--- src/rtl/game_pkg.sv ---
// ---------------------------------------------------------------------------
// game_pkg : shared state encoding, brick-grid constants and score helper
// Rev 1.0
// ---------------------------------------------------------------------------
`default_nettype none

package game_pkg;

   localparam int GRID_COLS  = 14;
   localparam int GRID_ROWS  = 4;
   localparam int NUM_BLOCKS = GRID_COLS * GRID_ROWS;

   typedef enum logic [2:0] {
      ST_IDLE        = 3'd0,
      ST_SERVE       = 3'd1,
      ST_PLAY        = 3'd2,
      ST_PAUSE       = 3'd3,
      ST_LEVEL_CLEAR = 3'd4,
      ST_GAME_OVER   = 3'd5
   } state_t;

   function automatic logic [15:0] sat_add16(input logic [15:0] a, input logic [15:0] b);
      logic [16:0] sum;
      sum = {1'b0, a} + {1'b0, b};
      return sum[16] ? 16'hFFFF : sum[15:0];
   endfunction

endpackage

`default_nettype wire

--- src/rtl/tick_divider.sv ---
// ---------------------------------------------------------------------------
// tick_divider : modulo-DIV counter with enable/hold/clear, combinational tc
// Rev 1.0
// ---------------------------------------------------------------------------
`default_nettype none

module tick_divider #(
   parameter int DIV = 4
) (
   input  logic clk,
   input  logic rst,
   input  logic en_i,
   input  logic clr_i,
   output logic tc_o
);

   localparam int            W    = (DIV > 1) ? $clog2(DIV) : 1;
   localparam logic [W-1:0]  LAST = W'(DIV - 1);

   logic [W-1:0] cnt_q;

   // Dropping en_i holds the count, which is how a paused game keeps its phase.
   always_ff @(posedge clk) begin
      if (rst || clr_i) begin
         cnt_q <= '0;
      end else if (en_i) begin
         cnt_q <= (cnt_q == LAST) ? '0 : cnt_q + W'(1);
      end
   end

   assign tc_o = en_i && (cnt_q == LAST);

endmodule

`default_nettype wire

--- src/rtl/game_sequencer.sv ---
// ---------------------------------------------------------------------------
// game_sequencer : brick-breaker game-flow controller (bricks, lives, score)
// Rev 1.0
// ---------------------------------------------------------------------------
`default_nettype none

module game_sequencer
   import game_pkg::*;
#(
   parameter int          NUM_BLOCKS   = game_pkg::NUM_BLOCKS,
   parameter int          TICK_DIV     = 750000,
   parameter int          SERVE_CYCLES = 25000000,
   parameter logic [3:0]  INIT_LIVES   = 4'd9,
   parameter logic [15:0] POINTS       = 16'd1
) (
   input  logic                  clk,
   input  logic                  rst,
   input  logic                  start_pulse_i,
   input  logic                  pause_pulse_i,
   input  logic                  hit_valid_i,
   input  logic [5:0]            hit_idx_i,
   input  logic                  ball_miss_i,
   output logic                  move_tick_o,
   output logic                  ball_reset_o,
   output logic [NUM_BLOCKS-1:0] visible_o,
   output logic [3:0]            lives_o,
   output logic [15:0]           score_o,
   output logic [2:0]            state_o,
   output logic                  game_over_o
);

   localparam logic [NUM_BLOCKS-1:0] ALL_BRICKS = '1;

   state_t                state_q, state_d;
   logic [NUM_BLOCKS-1:0] visible_q, visible_d, hit_mask, vis_after;
   logic [3:0]            lives_q, lives_d;
   logic [15:0]           score_q, score_d;
   logic                  move_tick_q, ball_reset_q, game_over_q;
   logic                  hit_ok, serve_tc, tick_tc;
   logic                  entering_serve, tick_en, tick_clr;

   assign hit_mask  = NUM_BLOCKS'(1) << hit_idx_i;
   assign hit_ok    = hit_valid_i && (32'(hit_idx_i) < NUM_BLOCKS) && (|(visible_q & hit_mask));
   assign vis_after = visible_q & ~hit_mask;

   always_comb begin
      state_d   = state_q;
      visible_d = visible_q;
      lives_d   = lives_q;
      score_d   = score_q;
      case (state_q)
         ST_IDLE:  if (start_pulse_i) state_d = ST_SERVE;
         ST_SERVE: if (serve_tc)      state_d = ST_PLAY;
         ST_PLAY: begin
            if (hit_ok) begin
               visible_d = vis_after;
               score_d   = sat_add16(score_q, POINTS);
            end
            // Clearing the last brick outranks a simultaneous miss.
            if (hit_ok && (vis_after == '0)) begin
               state_d = ST_LEVEL_CLEAR;
            end else if (ball_miss_i && (lives_q != 4'd0)) begin
               lives_d = lives_q - 4'd1;
               state_d = (lives_q == 4'd1) ? ST_GAME_OVER : ST_SERVE;
            end else if (pause_pulse_i) begin
               state_d = ST_PAUSE;
            end
         end
         ST_PAUSE: if (pause_pulse_i) state_d = ST_PLAY;
         ST_LEVEL_CLEAR: begin
            if (start_pulse_i) begin
               visible_d = ALL_BRICKS;
               state_d   = ST_SERVE;
            end
         end
         ST_GAME_OVER: begin
            if (start_pulse_i) begin
               visible_d = ALL_BRICKS;
               lives_d   = INIT_LIVES;
               score_d   = '0;
               state_d   = ST_SERVE;
            end
         end
         default: state_d = ST_IDLE;
      endcase
   end

   assign entering_serve = (state_d == ST_SERVE) && (state_q != ST_SERVE);
   // Gating on the next state suppresses a tick in any cycle that leaves PLAY.
   assign tick_en        = (state_q == ST_PLAY) && (state_d == ST_PLAY);
   assign tick_clr       = (state_q == ST_SERVE) && (state_d == ST_PLAY);

   tick_divider #(.DIV(SERVE_CYCLES)) u_serve_timer (
      .clk   (clk),
      .rst   (rst),
      .en_i  (state_q == ST_SERVE),
      .clr_i (entering_serve),
      .tc_o  (serve_tc)
   );

   tick_divider #(.DIV(TICK_DIV)) u_move_timer (
      .clk   (clk),
      .rst   (rst),
      .en_i  (tick_en),
      .clr_i (tick_clr),
      .tc_o  (tick_tc)
   );

   always_ff @(posedge clk) begin
      if (rst) begin
         state_q      <= ST_IDLE;
         visible_q    <= ALL_BRICKS;
         lives_q      <= INIT_LIVES;
         score_q      <= '0;
         move_tick_q  <= 1'b0;
         ball_reset_q <= 1'b0;
         game_over_q  <= 1'b0;
      end else begin
         state_q      <= state_d;
         visible_q    <= visible_d;
         lives_q      <= lives_d;
         score_q      <= score_d;
         move_tick_q  <= tick_tc;
         ball_reset_q <= entering_serve;
         game_over_q  <= (state_d == ST_GAME_OVER);
      end
   end

   assign move_tick_o  = move_tick_q;
   assign ball_reset_o = ball_reset_q;
   assign visible_o    = visible_q;
   assign lives_o      = lives_q;
   assign score_o      = score_q;
   assign state_o      = state_q;
   assign game_over_o  = game_over_q;

endmodule

`default_nettype wire

--- config.mk ---
export PLATFORM = sky130hd
export DESIGN_NAME = game_sequencer
export DESIGN_NICKNAME = d
export VERILOG_FILES = /design/src/rtl/game_pkg.sv /design/src/rtl/tick_divider.sv /design/src/rtl/game_sequencer.sv
export SDC_FILE = /design/constraint.sdc
export NUM_CORES = 1
export LEC_CHECK = 0
export CAP_MARGIN = 10
export CORE_MARGIN = 1.5
export CORE_UTILIZATION = 38
export DETAILED_ROUTE_END_ITERATION = 7
export SLEW_MARGIN = 40
export SYNTH_ARGS = -nofsm -noshare
export SYNTH_HDL_FRONTEND = slang
export SYNTH_SLANG_ARGS = --single-unit
--- constraint.sdc ---
create_clock -name clk -period 5.9 [get_ports clk]
set_clock_uncertainty 0.05 [all_clocks]
set_input_delay 1.475 -clock clk [delete_from_list [all_inputs] [get_ports clk]]
set_output_delay 1.475 -clock clk [all_outputs]
set_load 0.05 [all_outputs]
==> results of run 1 <==
[power by group through the flow]
stage / Clock, uW / Combinational (uW) / Sequential (uW)
floorplan: 0 / 89.7 / 882
global placement: 0 / 141 / 880
detailed placement: 0 / 141 / 880
CTS: 1100 / 142 / 861
global route: 1140 / 155 / 861
finish: 1080 / 145 / 861
[logic make-up after synthesis]
family	count (synthesis)
simple gates	429
compound gates	248
flops	127
buf+inv	96
xor+xnor	23
mux	8
fa+ha+maj	6
[metrics by stage]
step	area [sq um]	worst slack (ns)	util, %	instances
detailed placement	8670	0.553	44.9	1250
floorplan	7450	1.82	-	937
global route	9280	0.606	48.0	1282
finish	9280	0.885	48.0	1282
global placement	8660	0.532	44.8	1250
CTS	9270	0.990	48.0	1282
[registers in the layout, summed over array words and instances (netlist names)]
name,count
state_o,3
lives_o,4
ball_reset_o,1
game_over_o,1
u_serve_timer.cnt_q,25
move_tick_o,1
score_o,16
visible_o,56
u_move_timer.cnt_q,20
[critical path, cell delays in order]
cell and delay, ns:
clkdlybuf4s50_1 0.84, or4b_1 0.82, o32ai_1 0.31, o32ai_1 0.17
nor4_1 0.37, nand4_1 0.28, or3_1 0.48, nand2_1 0.36
o21ai_0 0.15
[routing by layer]
metal  share of wire (%)  track usage, %
met1                  45            32.8
met2                  44            36.3
met3                 6.8            5.26
met4                 3.9            11.5
met5                   0               0
[cells in the final DEF, fill, tap and decap left out, drive strengths merged, types with 6 or more instances in the layout]
master         synthesis  layout
nand2b                 7       7
buf                   29      32
o31ai                 10      10
a31oi                  9       9
dfxtp                127     127
a21o                  57      57
inv                   19      26
nor2                  73      73
clkbuf                48      17
xnor2                 15      15
and3                  18      18
o21ai                 22      22
and2                  14      14
o211ai                 6       6
or4                    7       7
nand3                 81      81
nand3b                12      12
clkdlybuf4s50          0      93
ha                     6       6
or3                   10      10
nand4                 26      26
nand2                 80      80
o32ai                 25      25
a21oi                 44      44
nor2b                  8       8
a211oi                31      31
nand4b                 9       9
mux2i                  6       6
nor3                  35      35
xor2                   8       8
nor4                  14      14
o41ai                  7       7
[final cells by class]
| class | instances | area (sq um) | share of cell area [%] |
|---|---|---|---|
| clock inverters | 15 | 175 | 1.89 |
| flip-flops and latches | 127 | 2540 | 27.4 |
| repair buffers | 125 | 1180 | 12.8 |
| clock buffers | 17 | 425 | 4.59 |
| multi-input cells | 714 | 4550 | 49.0 |
| well taps | 265 | 332 | 3.57 |
| inverters | 19 | 71.3 | 0.769 |
[path summary, 6_finish.rpt]
path | startpoint | endpoint
worst max register to register | visible_o[17] | u_move_timer.cnt_q[13]
worst min register to register | u_move_timer.cnt_q[19] | u_move_timer.cnt_q[19]
worst min-delay path | u_move_timer.cnt_q[19] | u_move_timer.cnt_q[19]
worst max-delay path | hit_idx_i[2] | u_move_timer.cnt_q[1]
==> flow_summary.yaml, run 1 <==
clock_tree:
  cts_hold_buffers: 0
  clk_latency_ns: 0.43
  cts.sinks: 127
  clock_path_buffers: 2
  post_cts_buffers: 0
  tritoncts: "built"
  ctsResizeCount: 0
  cts_root_buf: "clkbuf_16"
  clk_pin_slew_worst_paths_ns: 0.06
  numCtsBuffers: 17
  htree_num_levels: 4
worst_hold_path:
  hold_path_class: "register to register"
  holdPathStages: 2
power:
  pwr_density_cell_nw_per_um2: 225
  power_frac_clock_pct: 51.8
  ir_worst_vdd_mv: 0.210
  seqPwrFrac_pct: 41.2
  p_sw_uw: 547
  p_sw_share_pct: 26.2
  internal_power_uw: 1540
  p_leak_uw: 0.00307
  comb_power_share_pct: 6.9
  power.total_uw: 2090
finish:
  layout-drive-gt1-share_pct: 8.75
  layout.nets: 1022
  area_delta_synth_final_pct: 24.5
  n_antenna_cell: 0
  fillers: 1920
synthesis:
  synth_xor_area_share_pct: 2.70
  synth_most_common_cell: "dfxtp_1"
  synth_flop_cell: "dfxtp_1"
  ys_top_cells_by_count: "127 x dfxtp_1, 81 x nand3_1, 80 x nand2_1"
  async_flop_share_pct: 0
  synth_top_area_share_pct: 34.1
  synth_area_per_cell_sq_um: 7.95
  syn_nets: 955
  muxShareOfSynthArea_pct: 1.26
  synth_edf_count: 0
  synth_top_family_by_area: "simple AND/OR/NAND/NOR gates"
  ys_ff_latch: 127
  synth-simple-area-share_pct: 31.5
  synth_warnings: 0
  synthTopCellsByArea: "dfxtp_1 34%, a21o_1 5.7%, nand3_1 5.4%, nand2_1 4.0%, nor2_1 3.7%"
  yosys.area.top_type: "dfxtp_1"
  syn_inst: 937
  synth_compound_area_share_pct: 24.0
  synthAdderAreaFrac_pct: 1.01
  syn_area_sq_um: 7450
  seq_area_frac_synth_pct: 34.1
  ys_types: 77
worst_setup_path:
  reg2reg_depth: 8
  crit_path_end_kind: "register"
  start_kind: "input port"
  cp_data_arrival_time_ns: 5.26
  critPathKind: "input port to register"
  crit_required_ns: 6.15
  critical_path_peak_fanout: 20
  rrSetupSlack_ns: 2.70
floorplanning:
  die_x_microns: 143
  core_area_sq_um: 19300
  dieArea_sq_um: 20500
  ioPinCount: 94
  start_util_pct: 38.5
  rows: 51
  die_h_microns: 143
global_routing:
  antenna_found_initial: 0
  grt_use_total_pct: 24.2
  grt_pass1_wl_mm: 38.9
  gr-total-overflow: 0
  grt_pass1_vias: 7016
  grt_max_degree: 57
drt:
  wire_per_inst_microns: 19.0
  drc: 0
  ant_nets: 0
  wirelength_mm: 24.3
  drt_iter0_markers: 702
  drt_pass1_iterations: 5
  viasPerCell: 6.04
  vias: 7748
sta:
  rsz0062_at_grt: "false"
  worst_slew_pin_slew_ns: 0.821
  finalCritPeriodShare_pct: 85.0
  finalSetupTns_ns: 0
  relSlewSlack_pct: 45.1
  post-route-min-period_ns: 5.01
  maxSlewViolCount: 0
  finalHoldViolations: 0
  setup_viol: 0
  clock.fmax_mhz: 199
  whs_ns: 0.455
run_status:
  run_status: "complete, no violations"
place:
  gp_congestion: 0.938
  numPortBuffers: 93
  dpl.hpwl_mm: 16.9
flow_run:
  max_cap_viol_count: 0
(Power assumes the default switching activity.)
==> run 2, diff against run 1 <==
==> constraint.sdc (replaced) <==
create_clock -name clk -period 4.2 [get_ports clk]
set_clock_uncertainty 0.05 [all_clocks]
set_input_delay 1.05 -clock clk [delete_from_list [all_inputs] [get_ports clk]]
set_output_delay 1.05 -clock clk [all_outputs]
set_load 0.05 [all_outputs]
==> run 2 against run 1 <==
Net effect:
- first-iteration DRC count decreased by 21%
- global-route usage increased by 0.26 points
- sequential power increased by 41%
- highest routed layer unchanged
- largest power group unchanged
==> flow_summary.yaml, run 2 (synthesis results as in run 1) <==
finish:
  largest_reg_flops: 56
  n_antenna_cell: 0
  final_cell_mix: "127 x dfxtp_1, 92 x clkdlybuf4s50_1, 84 x buf_4, 81 x nand3_1, 79 x nand2_1"
  final_common_cell: "dfxtp_1"
  multi_input_area_sq_um: 4630
  layout-drive-gt1-share_pct: 15.1
  layout.cells.non_filler: 1346
  regArea_sq_um: 2540
  fillers: 1871
  area_delta_synth_final_pct: 33.5
  layout.nets: 1086
power:
  p_sw_share_pct: 26.7
  p_sw_uw: 767
  p_leak_uw: 0.00345
  pwr_density_cell_nw_per_um2: 289
  power_frac_clock_pct: 48.9
  seqPwrFrac_pct: 42.1
  comb_power_share_pct: 9.0
  internal_power_uw: 2100
  ir_worst_vdd_mv: 0.297
drt:
  wirelength_mm: 25.0
  viasPerCell: 5.95
  drc: 0
  ant_nets: 0
  drt_pass1_iterations: 5
  vias: 8015
  wire_per_inst_microns: 18.6
  drt_iter0_markers: 557
worst_setup_path:
  start_kind: "input port"
  critPathKind: "input port to register"
  crit_required_ns: 4.49
  critical_path_peak_fanout: 16
  crit_path_end_kind: "register"
  cp_data_arrival_time_ns: 4.42
floorplanning:
  start_util_pct: 38.5
  die_x_microns: 143
  core_area_sq_um: 19300
  ioPinCount: 94
  die_h_microns: 143
  rows: 51
  dieArea_sq_um: 20500
clock_tree:
  cts_hold_buffers: 0
  htree_num_levels: 4
  clock_path_buffers: 2
  clk_latency_ns: 0.43
  tritoncts: "built"
  numCtsBuffers: 17
  cts_root_buf: "clkbuf_16"
  cts.sinks: 127
  clk_pin_slew_worst_paths_ns: 0.06
global_routing:
  grt_max_degree: 57
  gr-total-overflow: 0
  grt_pass1_vias: 7095
  antenna_found_initial: 0
  grt_use_total_pct: 24.4
  grt_pass1_wl_mm: 39.0
sta:
  maxSlewViolCount: 0
  setup_viol: 0
  relSlewSlack_pct: 55.4
  finalHoldViolations: 0
  worst_slew_pin_slew_ns: 0.660
  clock.fmax_mhz: 242
  whs_ns: 0.443
  rsz0062_at_grt: "false"
  setup_slack_ns: 0.0681
  finalCritPeriodShare_pct: 98.4
  post-route-min-period_ns: 4.13
place:
  numPortBuffers: 93
  dp_slack_ns: -0.631
  dp.cells: 1312
  gp_congestion: 0.954
  dpl.hpwl_mm: 17.7
run_status:
  run_status: "complete, no violations"
worst_hold_path:
  hold_path_class: "register to register"
flow_run:
  max_cap_viol_count: 0
-- run 2: changes by cell type in the layout (fill, tap and decap cells not counted), moves of 4 or more --
cell	before	now
buf_4	31	84
buf_12	1	11
a211oi_1	30	26
a211oi_2	1	5
-- run 2: power groups by stage --
stage,clock [uW],sequential [uW],combinational (uW)
2_1_floorplan,0,1240,126
3_3_place_gp,0,1240,243
3_5_place_dp,0,1240,245
4_1_cts,1430,1210,247
5_1_grt,1480,1210,275
6_report,1400,1210,258
-- run 2: final timing paths --
| path | from | endpoint | slack, ns | cells past startpoint |
|---|---|---|---|---|
| max reg2reg | visible_o[1] | lives_o[1] | 1.17 | 10 |
| max | hit_idx_i[4] | u_serve_timer.cnt_q[24] | 0.07 | 13 |
| min reg2reg | u_move_timer.cnt_q[14] | u_move_timer.cnt_q[14] | 0.44 | 1 |
| min | u_move_timer.cnt_q[14] | u_move_timer.cnt_q[14] | 0.44 | 1 |
-- run 2: per-layer routing --
metal	track usage [%]	vias up	wire (microns)
li1	-	3800	-
met1	32.8	3844	11200
met2	38.3	318	11400
met3	4.90	53	1660
met4	9.60	0	727
met5	0	-	0
-- run 2: cell type report --
cell class                 count  share of cell area, %
clock inverter                14                   1.21
inverter                      19                  0.717
tap                          265                   3.34
clock buffer                  18                   4.42
sequential                   127                   25.6
timing repair buffer         189                   18.2
multi-input combinational    714                   46.6
-- run 2: through the flow --
stage	TNS (ns)	cell area, sq um	utilization [%]	power (uW)
4_1_cts	0	9840	50.9	2890
2_1_floorplan	0	7450	-	1370
3_5_place_dp	-30.41	9260	47.9	1480
6_report	0	9940	51.4	2870
3_3_place_gp	-28.70	9240	47.8	1480
5_1_grt	0	9940	51.4	2960
-- run 2: critical path, cell delays in order --
cell and delay, ns:
clkdlybuf4s50_1 0.45, buf_12 0.18, or4b_2 0.76, o32ai_2 0.20, o32ai_1 0.15, nor4_1 0.38, nand4_1 0.15, buf_4 0.19
nor3_4 0.17, o31ai_4 0.07, buf_4 0.21, buf_4 0.21, a211oi_1 0.24
-- run 2: repair_timing --
action / CTS / global route
hold endpoints to repair: 0 / 0
resized for setup: 2 / 13
setup endpoints to repair: 45 / 37
buffers inserted: 1 / 0
gates cloned: 0 / 1
pin swaps: 1 / 2
==> run 3, diff against run 2 <==
--- a/config.mk
+++ b/config.mk
@@ -9,6 +9,8 @@
 export CORE_MARGIN = 1.5
 export CORE_UTILIZATION = 38
 export DETAILED_ROUTE_END_ITERATION = 7
+export GPL_ROUTABILITY_DRIVEN = 0
+export GPL_TIMING_DRIVEN = 0
 export SLEW_MARGIN = 40
 export SYNTH_ARGS = -nofsm -noshare
 export SYNTH_HDL_FRONTEND = slang
==> run 3 against run 2 <==
Net effect:
- worst hold slack improved by 0.014 ns
- count of clock-buffer cells in the layout rose by 1
- final cell count decreased by 0.97%
- sequential share of layout area up 0.77 points
- critical path depth stayed put
- clock power up 7%
==> flow_summary.yaml, run 3 (synthesis results as in run 1) <==
power:
  ir_worst_vdd_mv: 0.292
  p_leak_uw: 0.00322
  p_sw_uw: 737
  seqPwrFrac_pct: 41.1
  power_frac_clock_pct: 51.1
  comb_power_share_pct: 7.8
  p_sw_share_pct: 25.1
  pwr_density_cell_nw_per_um2: 304
  internal_power_uw: 2200
floorplanning:
  dieArea_sq_um: 20500
  start_util_pct: 38.5
  rows: 51
  ioPinCount: 94
  die_h_microns: 143
  core_area_sq_um: 19300
  die_x_microns: 143
sta:
  finalHoldViolations: 0
  setup_viol: 0
  finalSetupTns_ns: 0
  post-route-min-period_ns: 4.09
  clock.fmax_mhz: 245
  rsz0062_at_grt: "false"
  relSlewSlack_pct: 46.2
  maxSlewViolCount: 0
  finalCritPeriodShare_pct: 97.4
  worst_slew_pin_slew_ns: 0.796
  setup_slack_ns: 0.111
worst_setup_path:
  critPathKind: "input port to register"
  crit_path_end_kind: "register"
  crit_required_ns: 4.50
  cp_data_arrival_time_ns: 4.39
  critical_path_peak_fanout: 10
  start_kind: "input port"
clock_tree:
  tritoncts: "built"
  numCtsBuffers: 17
  htree_num_levels: 4
  clk_pin_slew_worst_paths_ns: 0.06
  cts.sinks: 127
  clock_path_buffers: 2
  cts_root_buf: "clkbuf_16"
  clk_latency_ns: 0.42
finish:
  area_delta_synth_final_pct: 29.5
  fillers: 1877
  n_antenna_cell: 0
  regArea_sq_um: 2540
  layout-drive-gt1-share_pct: 11.9
  final_common_cell: "dfxtp_1"
  layout.cells.non_filler: 1333
  final_cell_mix: "127 x dfxtp_1, 90 x clkdlybuf4s50_1, 81 x nand3_1, 78 x nand2_1, 73 x nor2_1"
  multi_input_area_sq_um: 4690
  largest_reg_flops: 56
  layout.nets: 1073
drt:
  wirelength_mm: 25.8
  drc: 0
  wire_per_inst_microns: 19.3
  drt_pass1_iterations: 6
  drt_iter0_markers: 689
  vias: 7987
  viasPerCell: 5.99
  ant_nets: 0
worst_hold_path:
  hold_path_class: "register to register"
global_routing:
  gr-total-overflow: 0
  grt_use_total_pct: 25.4
  grt_pass1_vias: 7440
  grt_max_degree: 17
  grt_pass1_wl_mm: 40.6
  antenna_found_initial: 0
place:
  dpl.hpwl_mm: 18.9
  dp_slack_ns: -1.07
  numPortBuffers: 93
  dp.cells: 1295
flow_run:
  max_cap_viol_count: 0
run_status:
  run_status: "complete, no violations"
==> run 3: changes by cell type in the layout (fill, tap and decap cells not counted), sizes merged <==
cell / delta
buf: -57
clkbuf: +45
clkinvlp: +4
bufinv: +2
clkinv: -5
clkdlybuf4s50: -2
inv: -2
dlymetal6s2s: +2
==> run 3: metrics by stage <==
step / hold slack [ns] / utilization, % / instance area [sq um] / total power (uW)
after global placement: 0.437 / 45.1 / 8710 / 1440
after floorplan: 0.405 / - / 7450 / 1370
after detailed placement: 0.442 / 45.1 / 8720 / 1430
after global routing: 0.506 / 49.9 / 9650 / 3030
final: 0.457 / 49.9 / 9650 / 2940
after CTS: 0.450 / 49.2 / 9510 / 2950
==> run 3: power by group through the flow <==
stage | clock network, uW | logic [uW] | registers [uW]
3_5_place_dp | 0 | 199 | 1230
6_report | 1500 | 229 | 1210
2_1_floorplan | 0 | 126 | 1240
4_1_cts | 1530 | 217 | 1210
5_1_grt | 1580 | 243 | 1210
3_3_place_gp | 0 | 200 | 1230
==> run 3: worst paths after layout <==
check                                            start                      to  slack [ns]  cells past startpoint
worst max-delay path                      hit_idx_i[2]             game_over_o        0.11                     13
worst max register to register            visible_o[1]           visible_o[52]        1.11                     11
worst min-delay path            u_move_timer.cnt_q[19]  u_move_timer.cnt_q[19]        0.46                      2
worst min register to register  u_move_timer.cnt_q[19]  u_move_timer.cnt_q[19]        0.46                      2
==> run 3: worst max-delay path, cell delays in order <==
cell and delay (ns):
clkdlybuf4s50_1 0.46, buf_6 0.17, buf_2 0.20, or4_4 0.49, o32ai_2 0.29, o32ai_2 0.13
nor4_2 0.35, nand4_1 0.14, buf_4 0.18, or3_1 0.29, buf_2 0.18, o21ai_1 0.23
and3_1 0.24
==> run 3: routing by layer <==
metal	global-route usage (%)	vias up	share of wire (%)
met2	39.2	377	44
met4	12.1	0	3.5
met5	0	-	0
met1	34.4	3768	45
met3	4.23	70	7.9
li1	-	3772	-
==> run 3: cell type report <==
cell class              instances  area share, %
plain buffers                  72           4.07
repair buffers                104           10.6
multi-input cells             714           48.6
clock buffers                  19           4.69
inverters                      19          0.739
flip-flops and latches        127           26.3
clock inverters                13           1.57
well taps                     265           3.44
==> run 3: timing repair <==
action                                  CTS  global route
endpoints found under the setup margin  105           120
hold buffers                              0             0
pin swaps                                 7             7
setup buffers                             6             5
resized for setup                        36            40
